[src/rtl/writeback_pipe_pkg.sv]
`default_nettype none
// ============================================================================
// Package     : common
// Description : Shared types for the writeback stage: scalar aliases, the CSR
//               address width and the commit record pushed for every
//               retirement.
// Revision    : 1.0 - initial release
// ============================================================================
package common;

    localparam int CSR_ADDR_W = 12;

    typedef logic [4:0]  u5;
    typedef logic [11:0] u12;
    typedef logic [63:0] u64;

    // One retired instruction as seen by the commit/difftest interface.
    typedef struct packed {
        logic        isWb;
        u5           wd;
        u64          wdata;
        u64          instrAddr;
        logic [31:0] instr;
    } WB_COMMIT_ENTRY;

endpackage
`default_nettype wire

[src/rtl/writeback_pipe_fifo.sv]
`default_nettype none
// ============================================================================
// Module      : wb_commit_fifo
// Description : Commit record FIFO. Power-of-two depth with wrapping pointers
//               and an occupancy counter one bit wider than the pointers. The
//               head reads as zero while empty.
// Revision    : 1.0 - initial release
// ============================================================================
module wb_commit_fifo
    import common::*;
#(
    parameter int  DEPTH   = 4,
    parameter type ENTRY_T = WB_COMMIT_ENTRY
) (
    input  logic                     clk,
    input  logic                     rst,
    input  logic                     i_push,
    input  ENTRY_T                   i_data,
    input  logic                     i_pop,
    output ENTRY_T                   o_head,
    output logic [$clog2(DEPTH):0]   o_count,
    output logic                     o_full,
    output logic                     o_empty
);

    localparam int PTR_W = $clog2(DEPTH);
    localparam int CNT_W = PTR_W + 1;

    ENTRY_T             r_mem [DEPTH];
    logic [PTR_W-1:0]   r_wr_ptr;
    logic [PTR_W-1:0]   r_rd_ptr;
    logic [CNT_W-1:0]   r_count;
    logic               w_push;
    logic               w_pop;

    assign o_full  = (r_count == CNT_W'(DEPTH));
    assign o_empty = (r_count == '0);
    assign o_count = r_count;
    assign w_push  = i_push & ~o_full;
    assign w_pop   = i_pop & ~o_empty;

    // Storage array; contents need no reset because the head is masked when empty.
    always_ff @(posedge clk) begin
        if (w_push) begin
            r_mem[r_wr_ptr] <= i_data;
        end
    end

    // Pointers and occupancy; simultaneous push and pop leave the count unchanged.
    always_ff @(posedge clk or posedge rst) begin
        if (rst) begin
            r_wr_ptr <= '0;
            r_rd_ptr <= '0;
            r_count  <= '0;
        end else begin
            if (w_push) r_wr_ptr <= r_wr_ptr + 1'b1;
            if (w_pop)  r_rd_ptr <= r_rd_ptr + 1'b1;
            case ({w_push, w_pop})
                2'b10:   r_count <= r_count + 1'b1;
                2'b01:   r_count <= r_count - 1'b1;
                default: r_count <= r_count;
            endcase
        end
    end

    // Head presentation, forced to zero while empty so reset leaves clean outputs.
    always_comb begin
        o_head = '0;
        if (!o_empty) begin
            o_head = r_mem[r_rd_ptr];
        end
    end

endmodule
`default_nettype wire

[src/rtl/writeback_pipe.sv]
`default_nettype none
// ============================================================================
// Module      : writeback_pipe
// Description : Writeback stage with per-cycle valid/ready handshake. Issues
//               one-cycle GPR, CSR and privilege write pulses for every
//               accepted retirement and queues a commit record for the
//               commit/difftest interface.
//               Optional macro WRITEBACK_BYPASS_EN enables the same-cycle
//               forwarding port (fwd_*); otherwise it is tied to zero.
// Revision    : 1.0 - initial release
// ============================================================================
module writeback_pipe
    import common::*;
#(
    parameter int XLEN         = 64,
    parameter int CSR_PORTS    = 3,
    parameter int COMMIT_DEPTH = 4
) (
    input  logic                            clk,
    input  logic                            rst,
    input  logic                            in_valid,
    output logic                            in_ready,
    input  logic                            in_isWriteBack,
    input  logic                            in_isMemRead,
    input  logic                            in_isJump,
    input  logic [4:0]                      in_wd,
    input  logic [XLEN-1:0]                 in_aluOut,
    input  logic [XLEN-1:0]                 in_memOut,
    input  logic [XLEN-1:0]                 in_pcPlus4,
    input  logic [XLEN-1:0]                 in_instrAddr,
    input  logic [31:0]                     in_instr,
    input  logic [CSR_PORTS-1:0]            in_csr_we,
    input  logic [CSR_ADDR_W*CSR_PORTS-1:0] in_csr_addr,
    input  logic [XLEN*CSR_PORTS-1:0]       in_csr_data,
    input  logic                            in_priv_we,
    input  logic [1:0]                      in_priv,
    output logic                            wbEn,
    output logic [4:0]                      wd,
    output logic [XLEN-1:0]                 wbData,
    output logic [CSR_PORTS-1:0]            csr_we,
    output logic [CSR_ADDR_W*CSR_PORTS-1:0] csr_addr,
    output logic [XLEN*CSR_PORTS-1:0]       csr_data,
    output logic                            priv_we,
    output logic [1:0]                      priv,
    output logic                            commit_valid,
    input  logic                            commit_ready,
    output logic                            commit_isWb,
    output logic [4:0]                      commit_wd,
    output logic [XLEN-1:0]                 commit_wdata,
    output logic [XLEN-1:0]                 commit_instrAddr,
    output logic [31:0]                     commit_instr,
    output logic                            fwd_valid,
    output logic [4:0]                      fwd_wd,
    output logic [XLEN-1:0]                 fwd_data
);

    localparam int CNT_W = $clog2(COMMIT_DEPTH) + 1;

    logic                            w_accept;
    logic                            w_gpr_write;
    logic [XLEN-1:0]                 w_result;
    WB_COMMIT_ENTRY                  w_push_entry;
    WB_COMMIT_ENTRY                  w_head;
    logic [CNT_W-1:0]                w_count;
    logic                            w_full;
    logic                            w_empty;

    logic                            r_wb_en;
    logic [4:0]                      r_wd;
    logic [XLEN-1:0]                 r_wb_data;
    logic [CSR_PORTS-1:0]            r_csr_we;
    logic [CSR_ADDR_W*CSR_PORTS-1:0] r_csr_addr;
    logic [XLEN*CSR_PORTS-1:0]       r_csr_data;
    logic                            r_priv_we;
    logic [1:0]                      r_priv;

    // in_ready depends only on registered occupancy, never on commit_ready.
    assign in_ready    = ~w_full;
    assign w_accept    = in_valid & in_ready;
    assign w_gpr_write = (in_isWriteBack | in_isJump) & (in_wd != 5'd0);

    // Result source: load data wins over link address, which wins over ALU.
    always_comb begin
        w_result = in_aluOut;
        if (in_isMemRead) begin
            w_result = in_memOut;
        end else if (in_isJump) begin
            w_result = in_pcPlus4;
        end
    end

    // One-cycle write pulses; enables drop whenever no retirement is accepted.
    always_ff @(posedge clk or posedge rst) begin
        if (rst) begin
            r_wb_en    <= 1'b0;
            r_wd       <= '0;
            r_wb_data  <= '0;
            r_csr_we   <= '0;
            r_csr_addr <= '0;
            r_csr_data <= '0;
            r_priv_we  <= 1'b0;
            r_priv     <= '0;
        end else begin
            r_wb_en   <= w_accept & w_gpr_write;
            r_csr_we  <= w_accept ? in_csr_we : '0;
            r_priv_we <= w_accept & in_priv_we;
            if (w_accept) begin
                r_wd       <= in_wd;
                r_wb_data  <= w_result;
                r_csr_addr <= in_csr_addr;
                r_csr_data <= in_csr_data;
                r_priv     <= in_priv;
            end
        end
    end

    assign wbEn     = r_wb_en;
    assign wd       = r_wd;
    assign wbData   = r_wb_data;
    assign csr_we   = r_csr_we;
    assign csr_addr = r_csr_addr;
    assign csr_data = r_csr_data;
    assign priv_we  = r_priv_we;
    assign priv     = r_priv;

    // Commit record assembled from the same selected result as the GPR pulse.
    always_comb begin
        w_push_entry           = '0;
        w_push_entry.isWb      = w_gpr_write;
        w_push_entry.wd        = in_wd;
        w_push_entry.wdata     = u64'(w_result);
        w_push_entry.instrAddr = u64'(in_instrAddr);
        w_push_entry.instr     = in_instr;
    end

    wb_commit_fifo #(
        .DEPTH   (COMMIT_DEPTH),
        .ENTRY_T (WB_COMMIT_ENTRY)
    ) u_commit_fifo (
        .clk     (clk),
        .rst     (rst),
        .i_push  (w_accept),
        .i_data  (w_push_entry),
        .i_pop   (commit_ready & ~w_empty),
        .o_head  (w_head),
        .o_count (w_count),
        .o_full  (w_full),
        .o_empty (w_empty)
    );

    assign commit_valid     = (w_count != '0);
    assign commit_isWb      = w_head.isWb;
    assign commit_wd        = w_head.wd;
    assign commit_wdata     = w_head.wdata[XLEN-1:0];
    assign commit_instrAddr = w_head.instrAddr[XLEN-1:0];
    assign commit_instr     = w_head.instr;

`ifdef WRITEBACK_BYPASS_EN
    // Same-cycle forward of the accepted GPR result, one cycle ahead of wbEn.
    assign fwd_valid = w_accept & w_gpr_write;
    assign fwd_wd    = in_wd;
    assign fwd_data  = w_result;
`else
    assign fwd_valid = 1'b0;
    assign fwd_wd    = '0;
    assign fwd_data  = '0;
`endif

endmodule
`default_nettype wire

[config.mk]
export PLATFORM = sky130hd
export DESIGN_NAME = writeback_pipe
export DESIGN_NICKNAME = d
export VERILOG_FILES = /design/src/rtl/writeback_pipe_pkg.sv /design/src/rtl/writeback_pipe_fifo.sv /design/src/rtl/writeback_pipe.sv
export SDC_FILE = /design/constraint.sdc
export NUM_CORES = 1
export LEC_CHECK = 0
export BUFFER_PORTS_ARGS = -buffer_cell sky130_fd_sc_hd__buf_2
export CAP_MARGIN = 20
export CORE_AREA = 2 2 423 425
export DETAILED_ROUTE_END_ITERATION = 10
export DIE_AREA = 0 0 425 427
export HOLD_SLACK_MARGIN = 0.03
export PLACE_DENSITY_LB_ADDON = 0.3
export SLEW_MARGIN = 15
export SYNTH_ARGS = -nofsm -noshare
export SYNTH_HDL_FRONTEND = slang
export SYNTH_HIERARCHICAL = 1
export SYNTH_SLANG_ARGS = --single-unit
[constraint.sdc]
create_clock -name clk -period 13.8 [get_ports clk]
set_clock_uncertainty 0.15 [all_clocks]
set_input_delay 1.38 -clock clk [delete_from_list [all_inputs] [get_ports clk]]
set_output_delay 1.38 -clock clk [all_outputs]
set_load 0.02 [all_outputs]
==> run metrics <==
status finished clean; vias in the first global route ~23,000; initial antenna violation count 44; YS warnings 6; worst hold path class reg -> reg; Setup TNS 0 ns; RSZ-0062 raised after global routing false; CTS Buf Count 108; Compound-Gate Fraction of Synth Area 0.000225; row cnt 155; R2R Setup Slk around 10 ns; crit path capture commit_instrAddr[44]; startpoint types flop; max_cap viols 0; Detailed Route WL 122,000 um; Layout area overhead 27.6%; WP data arrival 3.78 ns; largest family of logic cells by synthesized area multiplexers; Avg Cell Area, Syn 19.9 um2; number of buffers added on ports 1,005; Core ar. 177,000 um2; Root Buffer clkbuf_16; Final Max Tran Viols 0; cell area after synthesis 39,000 um2; cts repair resizes 0; DR pass1 iterations 5; Slew HR 0.304; DRT iter0 DRCs 1,059; post-route antenna net violation count 0; Final min period 5.31 ns; Final Setup Violations 0; crit path from u_commit_fifo/r_rd_ptr[0]$_DFFE_PP0P_; Yosys reg bits 975; initial core utilization 0.220; Synth Area in Simple Gates 0.0297; routed len/inst 22.4 um; hpwl dp between 80,000 and 90,000 um; worst vdd ir 0.000119 V; XOR/XNOR Fraction of Synth Area 0.00135; Final Core Density 0.280; mux cell area share after synthesis 0.225; die height 427 um; endpoints failing hold 0; num ports 1,076; LEAKAGE 19.2 nW; register area share after synthesis 0.711; crit path kind reg -> out; Tightest Pin Transition 1.04 ns; grt total ovfl 0; Multi-input gate area ~10,000 um2; total die area 181,000 um2; cell count after synthesis roughly 2,000; clock sink total 975; crit end category output pin; Vias/cell 3.98; Cell Area, Placed around 46,000 um2; worst-path fanout max 45; hold_ws 0.346 ns; All-Layer GR Usage 0.129; worst endpoint required time 12.27 ns; CTS H-tree lvls 3; later-pin clock latency in the skew report 0.72 ns; R2R Path Start u_commit_fifo/o_count[2]$_DFFE_PP0P_; Final #Nets approximately 3,500; final instance area 49,700 um2; Post-CTS Setup Bufs 0; R2R Path End u_commit_fifo/r_mem[3][70]$_DFFE_PP_; worst reg2reg path depth 6; die width 425 um; CTS tree built; Clock Pin Slew Worst Setup and Hold Paths 0.06 ns; Sequential cell area 27,700 um2; CTS max path bufs 3; distinct cell type count after synthesis 24; Filler cells ~18,000; post-route DRC violation count 0; Synth Area in Adders 0.00212; CTS Hold Buffers Added 0; layout cells sized above 1 0.582; Final period util 0.385; Fmax roughly 190 MHz; via total after detailed routing approximately 22,000; first-pass GRT wire length 168,000 um; routability cong. roughly 0.83; largest net degree at the start of global routing about 140; pwr/cell area 220 nW/um2
==> synth_stat cells (all sizes together) <==
cell    count  area, um2
edfxtp    664      19900
mux2      428       5000
dfrtp     311       7780
and2      176       1100
mux4      166       3740
buf       148       1050
clkbuf     27        101
inv        10       37.5
ha          5       62.6
nor2b       3       18.8
xnor2       3       26.3
xor2        3       26.3
or3         2       12.5
conb        1       3.75
fa          1       20.0
mux2i       1       10.0
nand3       1       5.00
nor2        1       3.75
nor3b       1       7.51
o22a        1       8.76
or4         1       7.51
==> per-stage QoR <==
| stage | instances | total power, W | setup slack, ns |
|---|---|---|---|
| CTS | 5432 | 0.0112 | 8.30 |
| global route | 5438 | 0.0115 | 8.16 |
| detailed placement | 5236 | 0.00835 | 9.08 |
| finish | 5441 | 0.0109 | 8.49 |
| floorplan | 2023 | 0.00685 | 3.87 |
| global placement | 5236 | 0.00834 | 9.12 |
==> worst max-delay path: stages, from the launching register on <==
cell	delay [ns]
dfrtp_4	1.04
buf_4	0.86
mux4_2	0.61
and2_1	0.20
buf_2	0.17
==> power by group <==
part	internal [W]	leakage, nW	total [W]	switching, W
logic	0.00156	7.88	0.00395	0.00239
registers	0.00389	9.70	0.00421	0.000315
clock network	0.00158	1.64	0.00276	0.00118
total	0.00703	19.2	0.0109	0.00389
==> metal layers <==
layer  up-vias  wire [um]  part of all wire  GRT usage
met3       191       7220             0.059     0.0362
li1       9470          -                 -          -
met2       699      66700              0.55      0.241
met5         -         78           0.00064          0
met4        12       3590             0.029     0.0431
met1     11300      44200              0.36      0.138
==> layout make-up <==
class,count,share of cell area
Sequential cell,975,0.558
Multi-Input combinational cell,863,0.208
Timing Repair Buffer,1033,0.106
Clock buffer,151,0.0607
Tap cell,2355,0.0593
Clock inverter,45,0.00697
Inverter,10,0.000906
Antenna cell,9,0.000453
==> cells in the final DEF (no fill, tap or decap), types with 9 or more instances in the layout <==
| master | netlist | routed |
|---|---|---|
| clkbuf_8 | 0 | 11 |
| buf_2 | 57 | 1003 |
| inv_1 | 10 | 9 |
| and2_1 | 176 | 172 |
| mux2_4 | 49 | 49 |
| diode_2 | 0 | 9 |
| edfxtp_1 | 664 | 664 |
| clkbuf_1 | 27 | 30 |
| clkinv_1 | 0 | 11 |
| dfrtp_1 | 311 | 309 |
| clkbuf_16 | 0 | 110 |
| buf_4 | 70 | 28 |
| mux2_2 | 379 | 379 |
| mux4_2 | 166 | 166 |
| conb_1 | 1 | 70 |
| clkinv_2 | 0 | 16 |
==> flip-flops by register name, indices dropped and copies added (netlist names), 2 cells and up <==
name,count
u_commit_fifo/r_mem,664
csr_data,192
wbData,64
csr_addr,36
wd,5
csr_we,3
u_commit_fifo/o_count,3
priv,2
u_commit_fifo/r_rd_ptr,2
u_commit_fifo/r_wr_ptr,2
==> worst min-delay path by stage <==
stage	startpoint	endpoint	slack, ns	depth (start not counted)
detailed placement	wbData[17]$_DFFE_PP0P_	wbData[17]$_DFFE_PP0P_	0.34	1
floorplan	u_commit_fifo/o_count[2]$_DFFE_PP0P_	u_commit_fifo/o_count[2]$_DFFE_PP0P_	0.31	1
global placement	csr_data[184]$_DFFE_PP0P_	csr_data[184]$_DFFE_PP0P_	0.33	1
CTS	u_commit_fifo/o_count[2]$_DFFE_PP0P_	u_commit_fifo/o_count[2]$_DFFE_PP0P_	0.35	1
finish	u_commit_fifo/o_count[2]$_DFFE_PP0P_	u_commit_fifo/o_count[2]$_DFFE_PP0P_	0.35	1
global route	wbData[10]$_DFFE_PP0P_	wbData[10]$_DFFE_PP0P_	0.36	1
==> cell families (layout without fill, tap and decap cells) <==
logic type,Yosys count,count (layout)
and+or+nand+nor,185,185
AOI/OAI and AO/OA,1,1
DFF,975,975
xor gates and xnor gates,6,6
muxes,595,595
adders and majority gates,6,6
buffers and inverters,185,1239
other,1,79
Power figures use the tool's default switching activity.
